## src/rtl/result_packer.sv

```systemverilog
// Packs DATA_W-bit calculator results into MEM_WORD_SIZE-bit SRAM words, lane 0 at the LSBs.
// Define RESULT_PACKER_LANE_MASK_EN to add the wr_lane_mask output (per-lane fill flags).
module result_packer #(
    parameter int DATA_W        = 32,
    parameter int MEM_WORD_SIZE = 64,
    parameter int ADDR_W        = 9,
    parameter int START_ADDR    = 0,
    parameter int END_ADDR      = 511
) (
    input  logic                     clk,
    input  logic                     rst_n,
    input  logic                     in_valid,
    input  logic [DATA_W-1:0]        in_data,
    output logic                     in_ready,
    input  logic                     flush,
    output logic                     wr_en,
    output logic [ADDR_W-1:0]        wr_addr,
    output logic [MEM_WORD_SIZE-1:0] wr_data,
    input  logic                     wr_ready,
    output logic                     done,
`ifdef RESULT_PACKER_LANE_MASK_EN
    output logic [MEM_WORD_SIZE/DATA_W-1:0] wr_lane_mask,
`endif
    output logic                     wrapped
);

    localparam int L     = MEM_WORD_SIZE / DATA_W;
    localparam int CNT_W = $clog2(L + 1);

    localparam logic [ADDR_W-1:0] FIRST_ADDR = ADDR_W'(START_ADDR);
    localparam logic [ADDR_W-1:0] LAST_ADDR  = ADDR_W'(END_ADDR);

    typedef enum logic {
        FILL,
        WRITE
    } state_e;

    state_e                   state_q,   state_d;
    logic [CNT_W-1:0]         cnt_q,     cnt_d;
    logic [MEM_WORD_SIZE-1:0] buf_q,     buf_d;
    logic [ADDR_W-1:0]        addr_q,    addr_d;
    logic                     wr_en_q,   wr_en_d;
    logic                     done_q,    done_d;
    logic                     wrapped_q, wrapped_d;

    logic accept;
    logic last_lane;

    // in_ready is forced low combinationally during reset, not just after the reset edge.
    assign in_ready  = rst_n && (state_q == FILL);
    assign accept    = in_valid && in_ready;
    assign last_lane = (cnt_q == CNT_W'(L - 1));

    always_comb begin
        state_d   = state_q;
        cnt_d     = cnt_q;
        buf_d     = buf_q;
        addr_d    = addr_q;
        wr_en_d   = wr_en_q;
        done_d    = 1'b0;
        wrapped_d = wrapped_q;

        unique case (state_q)
            FILL: begin
                if (accept) begin
                    for (int k = 0; k < L; k++) begin
                        if (cnt_q == CNT_W'(k)) begin
                            buf_d[k*DATA_W +: DATA_W] = in_data;
                        end
                    end
                    cnt_d = cnt_q + 1'b1;
                end
                // A flush issued together with a result writes the word including that result.
                if ((accept && (last_lane || flush)) || (flush && (cnt_q != '0))) begin
                    state_d = WRITE;
                    wr_en_d = 1'b1;
                end
            end
            WRITE: begin
                if (wr_ready) begin
                    state_d = FILL;
                    wr_en_d = 1'b0;
                    cnt_d   = '0;
                    buf_d   = '0;
                    if (addr_q == LAST_ADDR) begin
                        addr_d    = FIRST_ADDR;
                        done_d    = 1'b1;
                        wrapped_d = 1'b1;
                    end else begin
                        addr_d = addr_q + 1'b1;
                    end
                end
            end
        endcase
    end

    // NOTE: state uses non-blocking assignments so every flop samples the pre-edge values.
    always_ff @(posedge clk) begin
        if (!rst_n) begin
            state_q   <= FILL;
            cnt_q     <= '0;
            // NOTE: the buffer is cleared on reset so a later flush never leaks stale lanes.
            buf_q     <= '0;
            addr_q    <= FIRST_ADDR;
            wr_en_q   <= 1'b0;
            done_q    <= 1'b0;
            wrapped_q <= 1'b0;
        end else begin
            state_q   <= state_d;
            cnt_q     <= cnt_d;
            buf_q     <= buf_d;
            addr_q    <= addr_d;
            wr_en_q   <= wr_en_d;
            done_q    <= done_d;
            wrapped_q <= wrapped_d;
        end
    end

    assign wr_en   = wr_en_q;
    assign wr_addr = addr_q;
    assign wr_data = buf_q;
    assign done    = done_q;
    assign wrapped = wrapped_q;

`ifdef RESULT_PACKER_LANE_MASK_EN
    logic [L-1:0] mask_q, mask_d;

    always_comb begin
        mask_d = mask_q;
        if ((state_q == WRITE) && wr_ready) begin
            mask_d = '0;
        end else if (accept) begin
            for (int k = 0; k < L; k++) begin
                if (cnt_q == CNT_W'(k)) begin
                    mask_d[k] = 1'b1;
                end
            end
        end
    end

    always_ff @(posedge clk) begin
        if (!rst_n) begin
            mask_q <= '0;
        end else begin
            mask_q <= mask_d;
        end
    end

    assign wr_lane_mask = (rst_n && wr_en_q) ? mask_q : '0;
`endif

endmodule

```

## config.mk

```make
export PLATFORM = sky130hd
export DESIGN_NAME = result_packer
export DESIGN_NICKNAME = d
export VERILOG_FILES = /design/src/rtl/result_packer.sv
export SDC_FILE = /design/constraint.sdc
export NUM_CORES = 1
export LEC_CHECK = 0
export BUFFER_PORTS_ARGS = -buffer_cell sky130_fd_sc_hd__buf_2
export CORE_MARGIN = 4
export CORE_UTILIZATION = 50
export CTS_BUF_LIST = sky130_fd_sc_hd__clkbuf_4
export CTS_CLUSTER_DIAMETER = 60
export CTS_CLUSTER_SIZE = 24
export DETAILED_ROUTE_END_ITERATION = 10
export GPL_TIMING_DRIVEN = 0
export MAX_ROUTING_LAYER = met4
export PLACE_DENSITY = 0.8
export SYNTH_ARGS = -nofsm -noshare
export SYNTH_HDL_FRONTEND = slang
export SYNTH_SLANG_ARGS = --single-unit
```

## constraint.sdc

```tcl
create_clock -name clk -period 1.7 [get_ports clk]
set_clock_uncertainty 0.2 [all_clocks]
set_input_delay 0.34 -clock clk [delete_from_list [all_inputs] [get_ports clk]]
set_output_delay 0.34 -clock clk [all_outputs]
set_load 0.02 [all_outputs]
```

# Word-level counts from Yosys, hierarchy flattened
# Index checks and enable logic that the tools add are counted.
word_totals:
  reg_bits: 79
  output_inout_bits: 77
  word_cells: 49
classes:
  addsub: 2
  eq_ne: 7
  muxes: 16
  bitwise_logic: 1
  reduce_logical: 15
op_table:
  columns: ["op", "count"]
  rows:
  - ["$mux W64", 2]
  - ["$pmux W64 S2", 1]
  - ["$mux W32", 2]
  - ["$reduce_and A3 Y1", 4]
  - ["$add A9 B1 Y9 const B", 1]
  - ["$eq A9 B9 Y1 const B", 1]
  - ["$mux W9", 1]
  - ["$ne A2 B2 Y1 const B", 3]
  - ["$reduce_and A2 Y1", 3]
  - ["$mux W1", 5]
  - ["$logic_and A1 B1 Y1", 4]
  - ["$mux W2", 2]
  - ["$ne A2 B1 Y1 const B", 2]
  - ["$pmux W1 S2", 2]
  - ["$pmux W2 S2", 1]
  - ["$add A2 B1 Y2 const B", 1]
  - ["$eq A2 B1 Y1 const B", 1]
  - ["$logic_not A2 Y1", 1]
  - ["$logic_or A1 B1 Y1", 2]
  - ["$reduce_bool A2 Y1", 1]
  - ["$not A1 Y1", 1]

# Longest topological paths before layout
depth:
  depth_word: 7
  ltp_mapped: 7
  ltp_nobuf: 7

# Least setup slack after synthesis
# Ideal clock, no wire load.
synth_path:
  path_kind: "register to register"
  start: "reg addr_q[0] (netlist: wr_addr[0])"
  end: "reg addr_q[2] (netlist: wr_addr[2])"
  setup_ns: 0.119
  arrival_time_ns: 1.346
  required_time_ns: 1.381
  path_slack_ns: 0.036
  path_stages_with_launch: 8
  path_cell_list: "dfxtp_1 ha_1 nand3_1 nor2_1 ha_1 nand3_1 nand2_1 nor2_1"
synth_via:
  elab_chain_len: 2
  word_cells_on_any_way: 3
  cone_classes: "1 x add/sub; 1 x eq/ne; 1 x mux"
synth_rtl:
  columns: ["item", "line", "text"]
  rows:
  - ["start, declared", "41", "logic [ADDR_W-1:0] addr_q, addr_d;"]
  - ["start signal, assigned", "112", "addr_q <= addr_d;"]
  - ["$add A9 B1 Y9 / $eq A9 B9 Y1 (equally long branches)", "90, 85", null]
  - ["$mux W9 *", "85", "if (addr_q == LAST_ADDR) begin"]
# Every way passes the cells marked *; elsewhere a longest branch is shown, timed or not.
# A chain may end at the register's enable or synchronous reset.

# Final worst setup path
layout_path:
  start: "reg cnt_q[0]"
  end: "reg buf_q[31] (netlist: wr_data[31])"
layout_via:
  elab_chain_len: 3
layout_rtl:
  columns: ["item", "line", "text"]
  rows:
  - ["start, declared", "39", "logic [CNT_W-1:0] cnt_q, cnt_d;"]
  - ["start signal, assigned", "110", "cnt_q <= cnt_d;"]
  - ["$logic_not A2 Y1", "67", "if (cnt_q == CNT_W'(k)) begin"]
  - ["$ne A2 B1 Y1 (no source line)", null, null]
  - ["$reduce_and A3 Y1 (no source line)", null, null]
  - ["end signal, assigned", "111", "buf_q <= buf_d;"]
  - ["end, declared", "40", "logic [MEM_WORD_SIZE-1:0] buf_q, buf_d;"]
# Every way passes these cells.

==> metrics <==
status=complete, no violations; Pint=between 0.002 and 0.003 W; RePlAce Congestion=0.8728; Fin Hold WS=0.01382 ns; Synth Cell Area=0.003171 mm^2; vias per std cell=5.752; multiplexer area fraction after synthesis=0.003157; Hold Path Class=in2reg; number of H-tree levels=3; Antenna Nets Post-Route=0; Async SR Flop Fraction=0; CP Max Fanout=10; All-Layer GR Usage=0.2688; pwr dens=833.9 mW/mm^2; syn_nets=424; CTS root buffer=clkbuf_4; adder-cell area share of the yosys netlist=0.01973; CTS tree=yes; fin crit share=0.9915; Levels on crit path=7; Seq pwr share=0.527; initial antenna violation count=0; #FFs+latches synth=79; cell taking the most area after synthesis=dfxtp_1; die height=~88 um; Critical Path End Type=flip-flop; CP Cell Sequence=inv_1 -> ha_2 -> and4b_1 -> buf_4 -> buf_6 -> nand3_1 -> a21oi_1; fin nets=slightly below 600; leakage power=1.890 nW; Clk Latency, worst-skew pair=0.42 ns; vias in the first global route=3392; Top delay family on crit path=buffers and inverters; first-pass GRT wire length=15680 um; Final min period=around 1.7 ns; Crit path buffers/inverters=3; Chip Width=a little under 90 um; PnR worst setup slack=between 0.01 and 0.015 ns; Iteration-0 DRC Markers=~200; final non-filler cell total=around 620; DP HPWL=6661 um; Synth Area in Compound Gates=0.1373; area delta synth->final=39.66%; Net Sw Power=0.001083 W; Antenna Cells=0; Ys Warns=0; Yosys top cell area share=0.4988; Site Rows=28; final max-slew violation count=0; fillers=454; Sink Count=~80; PortBufs=between 100 and 150; global route overflow=0; Post-synth top flop=dfxtp_1; Max Clk Rate=0.5933 GHz; number of synthesized flops with an enable pin=0; pre-CTS WS=-0.09752 ns; slowest cell delay on critical path=0.36 ns; Worst Setup SP=cnt_q[0]$_SDFFE_PN0P_; reg2reg end=wr_data[31]$_SDFFE_PN0P_; Final setup viols=0; Initial Util=0.5262; worst endpoint required time=~1.9 ns; Core ar.=0.006026 mm^2; CTS clk-pin slew, worst paths=between 0.1 and 0.15 ns; Die ar.=0.007679 mm^2; Net Sw Frac=0.2932; Least-Margin Pin Slew=0.5630 ns; TritonCTS Buffers=9; Synth cell types=28; share of layout cells above drive strength 1=0.3254; Critical Path AT=1.84 ns; CTS Buffer Depth=2; total wire length=10190 um; Gate power share=0.185; Setup TNS Final=0 ns; largest cells by area after synthesis=dfxtp_1, nand3_1, a21oi_1; Max-cap violations=0; Slowest cell on crit path=dfxtp_2; xor/xnor share of the synthesized area=0.002762; main combinational cell family by area after synthesis=simple AND/OR/NAND/NOR gates; worst reg2reg startpoint=cnt_q[0]$_SDFFE_PN0P_; TritonRoute pass-1 iters=5; VDD IR max=roughly 560 uV; R2R cell count=7; largest net degree at the start of global routing=18; kind of critical path=reg2reg; final hold viol count=0; register area share after synthesis=0.4988; setup slack, reg-to-reg=around 0.014 ns; CP endpoint=wr_data[31]$_SDFFE_PN0P_; Post-Synth Simple-Gate Area=0.2680; Boundary Pins=114; Remaining DRCs=0; Clock power frac=0.287; wire length per cell=16.39 um; detailed-route via count=3578; Worst setup SP type=flip-flop; RSZ-0062 raised after global routing=true; Inst Count DP=approximately 570; Post-Syn Instances=382; Avg Synthesized Cell Area=8.300 um^2; Max-Slew Margin vs Limit=0.6247
==> worst min-delay path by stage <==
stage / from / endpoint / depth (start not counted)
4_1_cts: rst_n / cnt_q[0]$_SDFFE_PN0P_ / 2
3_3_place_gp: wrapped$_SDFFE_PN0P_ / wrapped$_SDFFE_PN0P_ / 2
3_5_place_dp: wrapped$_SDFFE_PN0P_ / wrapped$_SDFFE_PN0P_ / 2
2_1_floorplan: cnt_q[1]$_SDFFE_PN0P_ / cnt_q[1]$_SDFFE_PN0P_ / 2
5_1_grt: rst_n / cnt_q[0]$_SDFFE_PN0P_ / 2
6_report: rst_n / cnt_q[0]$_SDFFE_PN0P_ / 2
==> stage by stage <==
stage	cell area [um^2]	power [W]	util
2_1_floorplan	3171	0.002329	-
3_3_place_gp	3820	0.002520	0.6339
3_5_place_dp	3820	0.002532	0.6339
4_1_cts	4315	0.003637	0.7162
5_1_grt	4428	0.003831	0.7348
6_report	4428	0.003692	0.7348
==> cell usage after synthesis, types with 5 or more instances <==
cell / count
a21oi_1: 76
buf_2: 12
buf_4: 9
clkbuf_1: 17
dfxtp_1: 79
ha_1: 5
inv_1: 6
nand2_1: 6
nand3_1: 138
nor2_1: 7
o21ai_0: 5
==> registers in the layout (all words and copies together) (netlist names) <==
name	cells
wr_data	64
wr_addr	9
done	1
cnt_q	2
wr_en	1
wrapped	1
state_q	1
==> worst reg2reg max path, delay by kind of cell (launching register included) <==
family	cells	cell delay, ns
compound gates	1	0.18
simple gates	2	0.32
fa+ha+maj	1	0.20
buf+inv	3	0.37
flops	1	0.36
==> layout make-up <==
| cell class | instances | area [um^2] | area share |
|---|---|---|---|
| plain buffers | 38 | 246.5 | 0.05567 |
| clock inverters | 5 | 51.30 | 0.01159 |
| clock buffers | 9 | 67.56 | 0.01526 |
| flip-flops and latches | 79 | 1588 | 0.3586 |
| repair buffers | 152 | 954.7 | 0.2156 |
| multi-input cells | 257 | 1400 | 0.3162 |
| well taps | 75 | 93.84 | 0.02119 |
| inverters | 7 | 26.28 | 0.005934 |
==> power groups by stage <==
stage	Clock [W]	Sequential, W	Combinational [W]
floorplan	0	0.00205	0.000281
detailed placement	0	0.00199	0.000545
global placement	0	0.00198	0.000535
CTS	0.00107	0.00194	0.000624
global route	0.00114	0.00195	0.000735
finish	0.00106	0.00195	0.000684
==> placed cells by master (no fill, tap or decap), types with 6 or more instances in the layout <==
| cell | count |
|---|---|
| buf_2 | 124 |
| buf_6 | 7 |
| nand3_1 | 138 |
| dlygate4sd3_1 | 34 |
| clkbuf_4 | 10 |
| dfxtp_1 | 76 |
| clkbuf_1 | 7 |
| buf_4 | 13 |
| inv_1 | 6 |
| a21oi_1 | 71 |
==> kinds of logic (layout without fill, tap and decap cells) <==
| logic type | after synthesis | in the layout |
|---|---|---|
| adders and majority gates | 5 | 5 |
| DFF | 79 | 79 |
| AOI/OAI and AO/OA | 85 | 85 |
| buffers and inverters | 46 | 211 |
| xor gates and xnor gates | 1 | 1 |
| muxes | 1 | 1 |
| and+or+nand+nor | 165 | 165 |
==> routing by layer <==
metal  vias to the layer above  routed length [um]  share of wire  GRT usage
li1                       1688                   -              -          -
met1                      1687                4028           0.40     0.3191
met2                       181                4997           0.49     0.4349
met3                        22                 915          0.090    0.06021
met4                         0                 251          0.025     0.1199
met5                         -                   0              0          -
==> timing repair <==
| action | in CTS | in global routing |
|---|---|---|
| endpoints found under the setup margin | 67 | 71 |
| buffers inserted | 1 | 6 |
| hold buffers | 34 | 0 |
| pin swaps | 0 | 7 |
| cloned | 0 | 0 |
| resized for setup | 15 | 36 |
| endpoints found under the hold margin | 64 | 0 |
Note: power is estimated with default switching activity, not from simulation.
